--- config.mk ---
export PLATFORM = sky130hd
export DESIGN_NAME = snow64_sliced_data_assembler
export DESIGN_NICKNAME = d
export VERILOG_FILES = /design/src/rtl/snow64_sliced_data_assembler.sv
export SDC_FILE = /design/constraint.sdc
export NUM_CORES = 1
export LEC_CHECK = 0
export ABC_AREA = 1
export BUFFER_PORTS_ARGS = -buffer_cell sky130_fd_sc_hd__clkbuf_2
export CAP_MARGIN = 20
export CORE_MARGIN = 1.5
export CORE_UTILIZATION = 50
export CTS_CLUSTER_SIZE = 20
export DETAILED_ROUTE_END_ITERATION = 8
export GPL_ROUTABILITY_DRIVEN = 1
export HOLD_SLACK_MARGIN = 0.06
export PLACE_DENSITY = 0.74
export SLEW_MARGIN = 15
export SYNTH_ARGS = -nofsm -noshare
export SYNTH_HDL_FRONTEND = slang
export SYNTH_HIERARCHICAL = 1
export SYNTH_SLANG_ARGS = --single-unit
export TNS_END_PERCENT = 100
--- constraint.sdc ---
create_clock -name clk -period 2.65 [get_ports clk]
set_input_delay 0 -clock clk [delete_from_list [all_inputs] [get_ports clk]]
set_output_delay 0 -clock clk [all_outputs]
set_load 0.005 [all_outputs]
--- src/rtl/snow64_sliced_data_assembler.sv ---
// Serial-to-sliced vector assembler: collects 8/16/32/64-bit scalar elements
// one at a time and packs them into a 64-bit sliced vector word, element 0
// in the LSBs. Each byte of the output is owned by a byte-lane instance.

// One output byte: decides which element (and which byte of it) lands here
// for the current lane size, and holds the assembled value.
module snow64_sda_byte_lane #(
  parameter int BYTE = 0
) (
  input  logic        clk,
  input  logic        rst_n,
  input  logic        clr,
  input  logic        acc,
  input  logic [1:0]  size,
  input  logic [2:0]  idx,
  input  logic [63:0] elem,
  output logic [7:0]  q
);
  logic [2:0] owner;
  logic [2:0] off;
  logic       we;

  // Element index that owns this byte, and the byte offset within it.
  always_comb begin
    owner = 3'(BYTE >> size);
    off   = 3'(BYTE & ((1 << size) - 1));
    we    = acc & (idx == owner);
  end

  // Byte storage: cleared on start/flush, written when its element arrives.
  always_ff @(posedge clk or negedge rst_n) begin
    if (!rst_n)   q <= '0;
    else if (clr) q <= '0;
    else if (we)  q <= elem[{off, 3'b000} +: 8];
  end
endmodule

module snow64_sliced_data_assembler (
  input  logic        clk,
  input  logic        rst_n,
  input  logic        in_start,
  input  logic [1:0]  in_size,
  input  logic        in_flush,
  input  logic        in_elem_valid,
  input  logic [63:0] in_elem_data,
  output logic        out_elem_ready,
  output logic        out_vec_valid,
  input  logic        in_vec_ready,
  output logic [63:0] out_vec_data,
  output logic [1:0]  out_vec_size,
  output logic        out_busy
);
  localparam int NUM_LANES = 8;

  localparam logic [1:0] ST_IDLE = 2'd0;
  localparam logic [1:0] ST_FILL = 2'd1;
  localparam logic [1:0] ST_EMIT = 2'd2;

  logic [1:0]                  state;
  logic [2:0]                  idx;
  logic [1:0]                  size_q;
  logic [2:0]                  last_idx;
  logic                        elem_acc;
  logic                        start_acc;
  logic                        clr;
  logic [NUM_LANES-1:0][7:0]   lane_q;

  // Handshake decode; flush gates every other action in the same cycle.
  always_comb begin
    last_idx  = 3'((4'd8 >> size_q) - 4'd1);
    elem_acc  = ~in_flush & (state == ST_FILL) & in_elem_valid;
    start_acc = ~in_flush & in_start &
                ((state == ST_IDLE) | ((state == ST_EMIT) & in_vec_ready));
    clr       = in_flush | start_acc;
  end

  // Control FSM: lane index, latched size and state.
  always_ff @(posedge clk or negedge rst_n) begin
    if (!rst_n) begin
      state  <= ST_IDLE;
      idx    <= '0;
      size_q <= '0;
    end else if (in_flush) begin
      state <= ST_IDLE;
      idx   <= '0;
    end else begin
      case (state)
        ST_IDLE: if (start_acc) begin
          size_q <= in_size;
          idx    <= '0;
          state  <= ST_FILL;
        end
        ST_FILL: if (elem_acc) begin
          if (idx == last_idx) begin
            idx   <= '0;
            state <= ST_EMIT;
          end else begin
            idx <= idx + 3'd1;
          end
        end
        ST_EMIT: if (in_vec_ready) begin
          if (start_acc) begin
            size_q <= in_size;
            idx    <= '0;
            state  <= ST_FILL;
          end else begin
            state <= ST_IDLE;
          end
        end
        default: state <= ST_IDLE;
      endcase
    end
  end

  genvar g;
  generate
    for (g = 0; g < NUM_LANES; g++) begin : g_lane
      snow64_sda_byte_lane #(.BYTE(g)) u_lane (
        .clk  (clk),
        .rst_n(rst_n),
        .clr  (clr),
        .acc  (elem_acc),
        .size (size_q),
        .idx  (idx),
        .elem (in_elem_data),
        .q    (lane_q[g])
      );
    end
  endgenerate

  // Outputs are pure decodes of registered state.
  always_comb begin
    out_elem_ready = (state == ST_FILL);
    out_vec_valid  = (state == ST_EMIT);
    out_busy       = (state != ST_IDLE);
    out_vec_data   = lane_q;
    out_vec_size   = size_q;
  end
endmodule

==> Word level (Yosys, flattened, before mapping) <==
Cells that the tools add are included.
{ "word_totals": {"regBits": 71, "output_inout_bits": 69} }
{ "classes": {"n_addsub": 3, "eq_ne": 16, "n_shift": 17, "n_mux": 32, "bitwise": 16, "n_reduce_logical": 15} }
{ "op_table": {"columns": ["cell", "count"], "rows": [
  ["variable part select 64 x 7 -> 8 bit", 4],
  ["2-to-1 mux 8 bit", 16],
  ["variable part select 64 x 6 -> 8 bit", 2],
  ["variable part select 64 x 5 -> 8 bit", 1],
  ["== test 3 bit", 9],
  ["nonzero test 2 bit", 10],
  ["2-to-1 mux 3 bit", 5],
  ["2-to-1 mux 2 bit", 7],
  ["AND 1 bit", 13],
  [">> shifter 3 x 2 -> 3 bit, first input constant", 4],
  ["!= test 3 x 2 -> 1 bit, second input constant", 3],
  ["case mux 3 bit (3 select lines)", 1],
  ["case mux 2 bit (3 select lines)", 1],
  ["AND reduction 3 bit", 2],
  [">> shifter 1 x 2 -> 3 bit, first input constant", 2],
  [">> shifter 2 x 2 -> 3 bit, first input constant", 2],
  ["case mux 2 bit (2 select lines)", 1],
  ["AND reduction 4 bit", 1],
  ["nonzero test 4 bit", 1],
  [">> shifter 4 x 2 -> 3 bit, first input constant", 1],
  ["adder 3 x 1 -> 3 bit, second input constant", 1],
  ["!= test 3 bit, second input constant", 1],
  ["left shift 1 x 2 -> 3 bit, first input constant", 1],
  ["subtractor 3 x 1 -> 3 bit, second input constant", 1],
  ["other kinds (8)", 9]
]} }

==> Longest topological paths before layout <==
{ "logic_depth": {"depth_word": 8, "mapped_depth": 12, "mapped_depth_nobuf": 12} }

==> Hierarchy <==
Netlist, hierarchy kept.
{ "by_module_without_submodules": {"columns": ["mod", "n_inst", "cells_each", "area_each_um2", "seq_area_each_um2"], "rows": [
  ["snow64_sda_byte_lane at g_lane[6].u_lane", 1, 150, 868.3, 200.2],
  ["snow64_sda_byte_lane at g_lane[7].u_lane", 1, 125, 765.7, 200.2],
  ["snow64_sda_byte_lane at g_lane[3].u_lane", 1, 114, 742.0, 200.2],
  ["snow64_sda_byte_lane at g_lane[5].u_lane", 1, 113, 671.9, 200.2],
  ["snow64_sda_byte_lane at g_lane[2].u_lane", 1, 76, 599.3, 200.2],
  ["snow64_sda_byte_lane at g_lane[4].u_lane", 1, 76, 553.0, 200.2],
  ["snow64_sda_byte_lane at g_lane[1].u_lane", 1, 71, 533.0, 200.2],
  ["snow64_sliced_data_assembler", 1, 68, 489.2, 175.2],
  ["snow64_sda_byte_lane at g_lane[0].u_lane", 1, 38, 396.6, 200.2]
]} }

==> Worst setup path after synthesis <==
No wires, ideal clock.
{ "synth_path": {"path_type": "reg2reg", "startpoint": "reg state[0]", "endpoint": "reg g_lane[5].u_lane.q[1]", "setup_time_ns": 0.118, "arrival_time_ns": 1.861, "path_slack_ns": 0.671, "path_stages_with_launch": 8, "path_buffers": 1, "synth_period_minus_slack_ns": 1.979, "path_cell_list": "dfrtp_1 nor2_2 nand3_4 nand2_1 clkbuf_8 clkinv_1 nand3_1 nand2_1"} }
{ "synth_via": {"elab_chain_len": 6, "word_cells_on_any_way": 12, "cone_classes": "2 x eq/ne; 1 x mux; 7 x bitwise; 2 x reduce/logical"} }
{ "synth_lines": {"columns": ["element", "line_no", "rtl"], "rows": [
  ["start, declared", "59", "logic [1:0] state;"],
  ["start signal, assigned", "80", "state <= ST_IDLE;"],
  ["start signal, assigned", "84", "state <= ST_IDLE;"],
  ["start signal, assigned", "91", "state <= ST_FILL;"],
  ["== test 2 bit", "73", "((state == ST_IDLE) | ((state == ST_EMIT) & in_vec_ready));"],
  ["AND 1 bit", "73", null],
  ["bitwise OR 1 bit *", "73", null],
  ["AND 1 bit *", "72", "start_acc = ~in_flush & in_start &"],
  ["bitwise OR 1 bit *", "74", "clr = in_flush | start_acc;"],
  ["net clr", "65", "logic clr;"],
  ["2-to-1 mux 8 bit or nonzero test 2 bit (tied branches)", null, null],
  ["end signal, assigned", "34", "else if (we) q <= elem[{off, 3'b000} +: 8];"],
  ["end, declared", "17", "output logic [7:0] q"]
]} }
Mark *: on every way through the listed nets, which the timed path passes. The rest lies on a longest branch.
A chain may end at the register's enable or synchronous reset.

==> Worst setup path in the final report <==
{ "layout_path": {"startpoint": "reg size_q[0] (netlist: out_vec_size[0])", "endpoint": "reg state[0]"} }
{ "layout_via": {"elab_chain_len": 5} }
{ "layout_lines": {"columns": ["element", "line_no", "rtl"], "rows": [
  ["start, declared", "61", "logic [1:0] size_q;"],
  ["start signal, assigned", "89", "size_q <= in_size;"],
  ["start signal, assigned", "103", "size_q <= in_size;"],
  [">> shifter 4 x 2 -> 3 bit", "70", "last_idx = 3'((4'd8 >> size_q) - 4'd1);"],
  ["subtractor 3 x 1 -> 3 bit", "70", null],
  ["== test 3 bit", "94", "if (idx == last_idx) begin"],
  ["!= test 3 x 2 -> 1 bit (no line)", null, null],
  ["AND reduction 4 bit (no line)", null, null],
  ["end signal, assigned", "80", null],
  ["end signal, assigned", "91", null],
  ["end signal, assigned", "96", "state <= ST_EMIT;"]
]} }
No other way between the ends.

==> impl_metrics.toml <==
[status]
status = "finished clean"

[layout]
nets = 1080
layout-drive-gt1-share = 0.2488
stdcell_area_um2 = 6998
multiInputGateArea_um2 = 3166
fin_util = 0.6427
area_growth_pct = 24.54
regArea_um2 = 1779
nFillCells = 1011
antenna_cells = 0
final_cells = 1149

[routing]
wl_um = 16180
detail-route-antenna-nets = 0
vias = 5920
firstDrtPassIters = 8
drtIter0Drc = 486
viasPerCell = 5.152
wl_per_cell_um = 14.08
drc = 0

[critical_path]
arrival_ns = 2.46
required_ns = 2.88
r2r_setup_slack_ns = 0.42
slowest_delay_ns = 0.62
endpoint_kind = "flop"
worstPathCellList = "buf_4 -> nor2_1 -> nand2_1 -> nand2_1 -> nor2_2 -> o211ai_1 -> dlygate4sd3_1"
path_common_cell = "nand2_1"
worst_setup_path_start_kind = "flop"
cp_slowest_cell = "dfrtp_2"
criticalPathCategory = "flop to flop"
worstReg2RegEnd = "state[0]$_DFFE_PN0P_"
crit_fanout = 24
reg2reg_from = "out_vec_size[0]$_DFFE_PN0P_"
reg2reg_depth = 7

[floorplanning]
die-area_um2 = 11880
io_pins = 141
die_h_um = 109.0
initial_core_util = 0.5161
die_w_um = 109.0
core.rowCount = 38
coreArea_um2 = 10890

[global_routing]
busiest_layer = "met2"
met1_usage = 0.3869
grt_pass1_vias = 5329
grt_use_total = 0.2797
use_met3 = 0.05200
globalRouteMet2Util = 0.4388
antenna_found_initial = 0
grt_pass1_wl_um = 25990
overflow = 0
grt_max_degree = 41

[synthesis]
synthArstFlopShare = 1.000
yosysWarnings = 6
yosysSeqAreaShare = 0.3162
ys_seq_elements = 71
synthFlopType = "dfrtp_1"
syn_inst = 831
ys_types = 35
syn_nets = 907
synth.cell_area_um2 = 5619
syn_avg_cell_area_um2 = 6.762
synth_edf_count = 0

[place]
dp_slack_ns = 0.7334
hpwl_um = 11380
io_buffers = 140
placed_cell_area_um2 = 6372
place.gp.congestion = 0.9511
dp_cells = 1096

[sta]
worst_slack_ns = 0.4240
hold_slack_ns = 0.07225
period_needed_ns = 2.226
period_share = 0.8400
fin_worst_skew_ns = 0.01100
fmax_ghz = 0.4492
worst_slew_pin_slew_ns = 0.9439
relSlewSlack = 0.3708
finalSetupTns_ns = 0
hold_violations = 0
finalSetupViolCount = 0
maxSlewViolCount = 0
rsz0062_at_grt = "no"

[clock_tree]
cts_tree = "built"
cts_buffer_depth = 2
htreeDepth = 3
cts-root-buf = "clkbuf_8"
cts_buffers = 9
cts_sinks = 71
cts_resized = 0
clk_pin_slew_ns = 0.08
clk_latency_ns = 0.35

[job]
maxCapViolCount = 0

[worst_hold_path]
whs_endpoint = "g_lane[2].u_lane/q[5]$_DFFE_PN0P_"
min_path_type = "input pin to flop"
holdCritStartpoint = "in_elem_data[21]"
hold_depth = 5

[power]
power_density_nw_per_um2 = 829.9
vdd_drop_max_mv = 0.5217
leakage_nw = 4.146
power.total_mw = 5.808
-- cells in the mapped netlist (5+ instances only) --
library cell | number | share of area
nand2_1 | 282 | 0.19
nand3_1 | 150 | 0.13
inv_1 | 101 | 0.067
dfrtp_1 | 71 | 0.32
nor2_1 | 51 | 0.034
a21oi_1 | 20 | 0.018
nand4_1 | 19 | 0.021
nand2_2 | 16 | 0.018
o21ai_0 | 16 | 0.014
nand2_4 | 15 | 0.030
inv_2 | 12 | 0.0080
buf_6 | 9 | 0.018
nor2_8 | 9 | 0.032
nor2_2 | 8 | 0.0089
buf_2 | 6 | 0.0053
buf_4 | 5 | 0.0067
nand3_4 | 5 | 0.016
-- cell usage in the layout (no fill, tap or decap), types with 4 or more instances in the layout --
cell type and instances:
a21oi_1 20, buf_4 8, clkbuf_2 139, clkbuf_8 11, dfrtp_1 69, dlygate4sd3_1 37
ha_1 4, inv_1 101, inv_2 12, nand2_1 282, nand2_2 16, nand2_4 15
nand3_1 150, nand3_2 4, nand3_4 5, nand3b_1 4, nand4_1 19, nor2_1 51
nor2_2 8, nor2_4 4, nor2_8 9, o21ai_0 16
-- metal layers --
layer  up-vias  part of all wire
li1       2964                 -
met1      2646              0.45
met2       258              0.46
met3        52             0.069
met4         0             0.028
met5         -                 0
-- power breakdown --
group | internal, mW | leakage (nW) | switching (mW) | total, mW
logic | 1.09 | 3.04 | 2.23 | 3.32
registers | 1.20 | 0.977 | 0.198 | 1.39
clock network | 0.677 | 0.130 | 0.421 | 1.10
total | 2.96 | 4.15 | 2.85 | 5.81
-- cell type report --
type	instances	area share
sequential	71	0.2542
tap	140	0.02503
clock inverter	5	0.01484
clock buffer	11	0.02163
multi-input combinational	617	0.4524
inverter	119	0.06741
timing repair buffer	186	0.1645
-- timing repair --
action	CTS	global route
buffers inserted	0	0
hold buffers	37	0
endpoints found under the hold margin	61	0
-- critical path: cells and delay by family (launching register included) --
kind / cells / cell delay [ns]
flops: 1 / 0.62
simple gates: 4 / 0.41
buf+inv: 2 / 0.95
compound gates: 1 / 0.11
-- state kept, by name (all words and copies together) (netlist names) --
register and cells:
g_lane.u_lane/q 64, state 2, idx 3, out_vec_size 2
-- logic make-up after synthesis --
group	share of synthesized area
AO/OA/AOI/OAI	0.04320
XOR/XNOR	0.001559
adder cells (fa/ha/maj)	0.008907
buffers and inverters	0.1205
flip-flops	0.3162
multiplexers	0.004008
AND/OR/NAND/NOR	0.5057
-- worst max path at each step --
stage / from / to / slack, ns / cells after the start
6_report: out_vec_size[0]$_DFFE_PN0P_ / state[0]$_DFFE_PN0P_ / 0.42 / 7
5_1_grt: out_vec_size[0]$_DFFE_PN0P_ / state[0]$_DFFE_PN0P_ / 0.29 / 7
4_1_cts: out_vec_size[0]$_DFFE_PN0P_ / state[0]$_DFFE_PN0P_ / 0.47 / 7
3_5_place_dp: out_vec_size[1]$_DFFE_PN0P_ / g_lane[6].u_lane/q[4]$_DFFE_PN0P_ / 0.73 / 7
3_3_place_gp: out_vec_size[1]$_DFFE_PN0P_ / g_lane[6].u_lane/q[4]$_DFFE_PN0P_ / 0.74 / 7
2_1_floorplan: state[0]$_DFFE_PN0P_ / g_lane[5].u_lane/q[1]$_DFFE_PN0P_ / 0.67 / 7
No activity file was read; power rests on OpenSTA's default activity.
